==> config.mk <==
export PLATFORM = sky130hd
export DESIGN_NAME = div_hilo_ctrl
export DESIGN_NICKNAME = d
export VERILOG_FILES = /design/src/rtl/div_hilo_ctrl.sv
export SDC_FILE = /design/constraint.sdc
export NUM_CORES = 1
export LEC_CHECK = 0
export ABC_CLOCK_PERIOD_IN_PS = 5850
export CAP_MARGIN = 15
export CORE_UTILIZATION = 52
export DETAILED_ROUTE_END_ITERATION = 16
export GPL_ROUTABILITY_DRIVEN = 1
export PLACE_DENSITY_LB_ADDON = 0.1
export SYNTH_ARGS = -nofsm -noshare
export SYNTH_HDL_FRONTEND = slang
export SYNTH_SLANG_ARGS = --single-unit
==> constraint.sdc <==
create_clock -name clock -period 5.85 [get_ports clock]
set_input_delay 1.17 -clock clock [delete_from_list [all_inputs] [get_ports clock]]
set_output_delay 1.17 -clock clock [all_outputs]
set_load 0.005 [all_outputs]
==> src/rtl/div_hilo_ctrl.sv <==
// div_hilo_ctrl: DIV/DIVU sequencer around a 32-cycle unsigned divider core; owns HI/LO (MTHI/MTLO).
// Optional build macro DIV_ZERO_FAST_EN: a zero divisor bypasses the core and finishes in two cycles.
module div_hilo_ctrl #(
   parameter int WIDTH    = 32,
   parameter int WATCHDOG = 40
) (
   input  logic             clock,
   input  logic             reset,
   input  logic             req_valid,
   input  logic             req_signed,
   input  logic [WIDTH-1:0] rs,
   input  logic [WIDTH-1:0] rt,
   input  logic             mthi_we,
   input  logic             mtlo_we,
   output logic             stall,
   output logic [WIDTH-1:0] hi,
   output logic [WIDTH-1:0] lo,
   output logic             div_start,
   output logic [WIDTH-1:0] div_a,
   output logic [WIDTH-1:0] div_b,
   input  logic [WIDTH-1:0] div_q,
   input  logic [WIDTH-1:0] div_r,
   input  logic             div_busy,
   output logic             wd_err
);

   localparam int WDW = $clog2(WATCHDOG + 1);

   typedef enum logic [2:0] {
      S_IDLE  = 3'd0,
      S_START = 3'd1,
      S_WAIT  = 3'd2,
      S_FIX   = 3'd3,
      S_DONE  = 3'd4
   } state_t;

   state_t           state_q, state_d;
   logic [WIDTH-1:0] hi_q, hi_d;
   logic [WIDTH-1:0] lo_q, lo_d;
   logic [WIDTH-1:0] a_q, a_d;
   logic [WIDTH-1:0] b_q, b_d;
   logic             sgnq_q, sgnq_d;
   logic             sgnr_q, sgnr_d;
   logic [WDW-1:0]   wd_cnt_q, wd_cnt_d;
   logic             wd_err_q, wd_err_d;
`ifdef DIV_ZERO_FAST_EN
   logic             zero_q, zero_d;
`endif

   function automatic logic [WIDTH-1:0] neg2c(input logic [WIDTH-1:0] x);
      return (~x) + WIDTH'(1);
   endfunction

   // 0x8000_0000 maps onto itself, which the unsigned core reads as +2^31.
   function automatic logic [WIDTH-1:0] abs_val(input logic signed [WIDTH-1:0] x);
      return (x < 0) ? neg2c(x) : x;
   endfunction

   function automatic logic [WIDTH-1:0] fix_sign(input logic [WIDTH-1:0] mag, input logic neg);
      return neg ? neg2c(mag) : mag;
   endfunction

   always_ff @(posedge clock or negedge reset) begin
      if (!reset) begin
         state_q  <= S_IDLE;
         hi_q     <= '0;
         lo_q     <= '0;
         a_q      <= '0;
         b_q      <= '0;
         sgnq_q   <= 1'b0;
         sgnr_q   <= 1'b0;
         wd_cnt_q <= '0;
         wd_err_q <= 1'b0;
`ifdef DIV_ZERO_FAST_EN
         zero_q   <= 1'b0;
`endif
      end else begin
         state_q  <= state_d;
         hi_q     <= hi_d;
         lo_q     <= lo_d;
         a_q      <= a_d;
         b_q      <= b_d;
         sgnq_q   <= sgnq_d;
         sgnr_q   <= sgnr_d;
         wd_cnt_q <= wd_cnt_d;
         wd_err_q <= wd_err_d;
`ifdef DIV_ZERO_FAST_EN
         zero_q   <= zero_d;
`endif
      end
   end

   always_comb begin
      state_d  = state_q;
      hi_d     = hi_q;
      lo_d     = lo_q;
      a_d      = a_q;
      b_d      = b_q;
      sgnq_d   = sgnq_q;
      sgnr_d   = sgnr_q;
      wd_cnt_d = wd_cnt_q;
      wd_err_d = wd_err_q;
`ifdef DIV_ZERO_FAST_EN
      zero_d   = zero_q;
`endif
      unique case (state_q)
         S_IDLE: begin
            if (req_valid) begin
               sgnq_d  = req_signed & (rs[WIDTH-1] ^ rt[WIDTH-1]);
               sgnr_d  = req_signed & rs[WIDTH-1];
               a_d     = req_signed ? abs_val(rs) : rs;
               b_d     = req_signed ? abs_val(rt) : rt;
               state_d = S_START;
`ifdef DIV_ZERO_FAST_EN
               zero_d  = (rt == '0);
               if (rt == '0) state_d = S_FIX;
`endif
            end else begin
               if (mthi_we) hi_d = rs;
               if (mtlo_we) lo_d = rs;
            end
         end
         S_START: begin
            wd_cnt_d = '0;
            state_d  = S_WAIT;
         end
         S_WAIT: begin
            // Core completion wins over a watchdog expiry landing in the same cycle.
            if (!div_busy) begin
               state_d = S_FIX;
            end else if (wd_cnt_q == WDW'(WATCHDOG - 1)) begin
               wd_err_d = 1'b1;
               state_d  = S_DONE;
            end else begin
               wd_cnt_d = wd_cnt_q + WDW'(1);
            end
         end
         S_FIX: begin
            lo_d    = fix_sign(div_q, sgnq_q);
            hi_d    = fix_sign(div_r, sgnr_q);
`ifdef DIV_ZERO_FAST_EN
            if (zero_q) begin
               lo_d = '1;
               hi_d = rs;
            end
`endif
            state_d = S_DONE;
         end
         S_DONE: state_d = S_IDLE;
         default: state_d = S_IDLE;
      endcase
   end

   assign stall     = req_valid & (state_q != S_DONE);
   assign div_start = (state_q == S_START);
   assign hi        = hi_q;
   assign lo        = lo_q;
   assign div_a     = a_q;
   assign div_b     = b_q;
   assign wd_err    = wd_err_q;

endmodule

==> results.yml <==
timing:
  layout_setup_ws_ns: 2.121
  tightest_slew_ns: 1.081
  rsz0062_at_grt: "false"
  skew_ns: 0.008520
  hold_viol_final: 0
  period_needed_ns: 3.729
  max_freq_ghz: 0.2682
  slew_headroom: 0.2769
  slew_viol_final: 0
  setup_viol: 0
  finalCritPeriodShare: 0.6375
  tns_ns: 0
grt:
  grt_pass1_wl_microns: 42560
  grt_max_degree: 117
  grt_pass1_vias: 8019
  antenna_found_initial: 0
  grt-ovfl-total: 0
  grt_use_total: 0.3307
yosys:
  ys_warn_count: 0
  synth_ff_type: "dfrtp_1"
  synth_seq_area_share: 0.4055
  syn_nets: 1131
  async_flop_share: 1.000
  ys_seq_elements: 140
  synthDistinctLibCells: 62
  netlist_instances: 991
  syn_avg_cell_area_sq_um: 8.718
  synth-edff-count: 0
  syn-cell-area_sq_um: 8640
hold_path:
  hold_path.class: "reg -> reg"
  hold_start: "wd_err"
floorplan:
  die_width_microns: 130.9
  initial_utilization: 0.5380
  core_sq_um: 16060
  row_count: 46
  die_area_sq_um: 17130
  io_pins: 266
  fp.dieH_microns: 130.9
placed_design:
  place_congestion: 0.8824
  hpwl_microns: 20090
  pre_cts_ws_ns: 2.129
  io_buffers: 265
cells_and_area:
  nFillCells: 1196
  area_growth_pct: 38.10
  fin_nets: 1358
  mostFrequentLayoutCells: "264 x clkdlybuf4s50_1, 152 x nand2_1, 140 x dfrtp_1"
  antenna_cells: 0
  seq_area_sq_um: 3503
  mostFrequentLayoutCell: "clkdlybuf4s50_1"
  multi_input_area_sq_um: 4823
  drive_above_1_share: 0.04475
worst_setup_path:
  cp.required_ns: 4.68
  cpMaxStageDelayCell: "clkdlybuf4s50_1"
  slowest_delay_ns: 0.63
  path_depth: 3
  crit_path_end: "stall"
  cp-start-kind: "input port"
  critical_path.max_fanout: 7
  crit_path_end_kind: "primary output"
  r2r_start: "state_q[1]"
  crit_chain: "clkdlybuf4s50_1, a21boi_0, clkdlybuf4s50_1"
  worstPathArrival_ns: 2.56
  ff2ff_setup_slack_ns: 3.15
  critPathTopFamily: "buffers and inverters"
  r2r_end: "hi[15]"
  crit_top_cell: "clkdlybuf4s50_1"
  crit_path_start: "req_valid"
  worstSetupPathType: "in -> out"
  crit_buf_inv: 2
  r2r_cells: 6
clocking:
  cts_made_buffers: 17
  path_clk_slew_ns: 0.06
  post_cts_resized: 0
  post_cts.repair.setup_buffers: 0
  clock-root-buffer: "clkbuf_16"
  max-clock-path-buffers: 2
  ctsHtreeMaxLevel: 4
  cts_tree: "done"
  clock-sinks: 140
  postCtsHoldBufs: 0
  insertion_delay_ns: 0.42
drt:
  drtIter0Drc: 612
  routed_via_density: 5.937
  drc: 0
  num_vias: 8579
  drt_wl_total_microns: 27910
  post_drt_wl_per_cell_microns: 19.31
  postRouteAntennaNets: 0
  drt_first_pass_iters: 6
power:
  power_mw: 5.335
  leakagePower_nw: 4.709
  power_density_nw_per_um2: 447.2
  vdd_drop_max_uv: 257.6
job:
  maxCapViolations: 0
outcome:
  status: "finished clean"
registers in the layout (all words and copies together), names as in the netlist:
signal and count:
div_a 32, div_b 32, hi 32, lo 32
wd_cnt_q 6, state_q 3, sgnq_q 1, sgnr_q 1
wd_err 1
cells by family after synthesis:
| family | synth area share |
|---|---|
| and+or+nand+nor | 0.2291 |
| xor gates and xnor gates | 0.1014 |
| muxes | 0.02332 |
| buffers and inverters | 0.03838 |
| adders and majority gates | 0.007241 |
| DFF | 0.4055 |
| AOI/OAI and AO/OA | 0.1951 |
layer usage:
metal | wire length, microns | part of all wire | up-vias | track usage
li1 | - | - | 4076 | -
met1 | 11420 | 0.41 | 4015 | 0.4261
met2 | 12780 | 0.46 | 420 | 0.5201
met3 | 2475 | 0.089 | 68 | 0.07736
met4 | 1233 | 0.044 | 0 | 0.1690
met5 | 0 | 0 | - | 0
cells in the mapped netlist (3+ instances only):
cell / instances / area, sq um
nor4b_2: 3 / 45.04
clkbuf_1: 51 / 191.4
a31oi_1: 22 / 137.6
nand3_1: 13 / 65.06
or2_2: 3 / 18.77
xnor2_1: 45 / 394.1
nor3_1: 36 / 180.2
o31ai_1: 21 / 157.7
buf_2: 7 / 35.03
or4_1: 7 / 52.55
a21boi_0: 3 / 22.52
or3_1: 12 / 75.07
dfrtp_1: 140 / 3503
a41oi_1: 3 / 26.28
a211o_1: 5 / 43.79
a21oi_1: 34 / 170.2
nand4b_1: 5 / 43.79
o311ai_0: 7 / 61.31
nor4_2: 3 / 37.54
o41ai_1: 13 / 113.9
xor2_1: 55 / 481.7
and2_1: 7 / 43.79
and3_1: 17 / 106.4
nand4_1: 18 / 112.6
and4b_1: 3 / 30.03
nor2_1: 57 / 214.0
nor2b_1: 10 / 62.56
mux2i_1: 19 / 190.2
o211ai_1: 5 / 37.54
a222oi_1: 9 / 90.09
a211oi_1: 3 / 22.52
a22oi_1: 14 / 105.1
o21ai_0: 97 / 485.5
nand3b_1: 3 / 22.52
nand2_1: 154 / 578.1
nand2b_1: 7 / 43.79
ha_1: 5 / 62.56
o221ai_1: 11 / 96.34
inv_1: 18 / 67.56
nor4_1: 15 / 93.84
worst reg2reg max path: cells and delay by family, from the launching register on:
kind / cells / cell delay, ns
buffers and inverters: 1 / 0.37
and+or+nand+nor: 3 / 1.09
DFF: 1 / 0.53
AOI/OAI and AO/OA: 2 / 0.58
through the flow:
step                hold slack (ns)  std cells  utilization  instance area (sq um)
CTS                          0.4688       1445       0.7430                  11930
global placement             0.4535       1415       0.7077                  11360
detailed placement           0.4586       1415       0.7077                  11360
global route                 0.4874       1445       0.7430                  11930
finish                       0.4650       1445       0.7430                  11930
floorplan                    0.4602        991            -                   8640
power breakdown:
part / internal [mW] / leakage, nW / total, mW / switching, mW
clock network: 0.654 / 0.275 / 1.06 / 0.410
registers: 1.44 / 1.71 / 1.79 / 0.354
logic: 1.35 / 2.72 / 2.48 / 1.13
final cells by class:
class                   count  share of cell area
clock buffers              23             0.04006
well taps                 216             0.02265
repair buffers            271              0.2262
inverters                  18            0.005663
clock inverters             7            0.007550
flip-flops and latches    140              0.2936
multi-input cells         770              0.4043
how the worst min path moves through the flow:
stage                   to  slack (ns)  depth (start not counted)
CTS                 wd_err        0.47                          1
global placement    wd_err        0.45                          1
finish              wd_err        0.46                          1
floorplan           wd_err        0.46                          1
global route        wd_err        0.49                          1
detailed placement  wd_err        0.46                          1
Note: power is estimated with default switching activity, not from simulation.
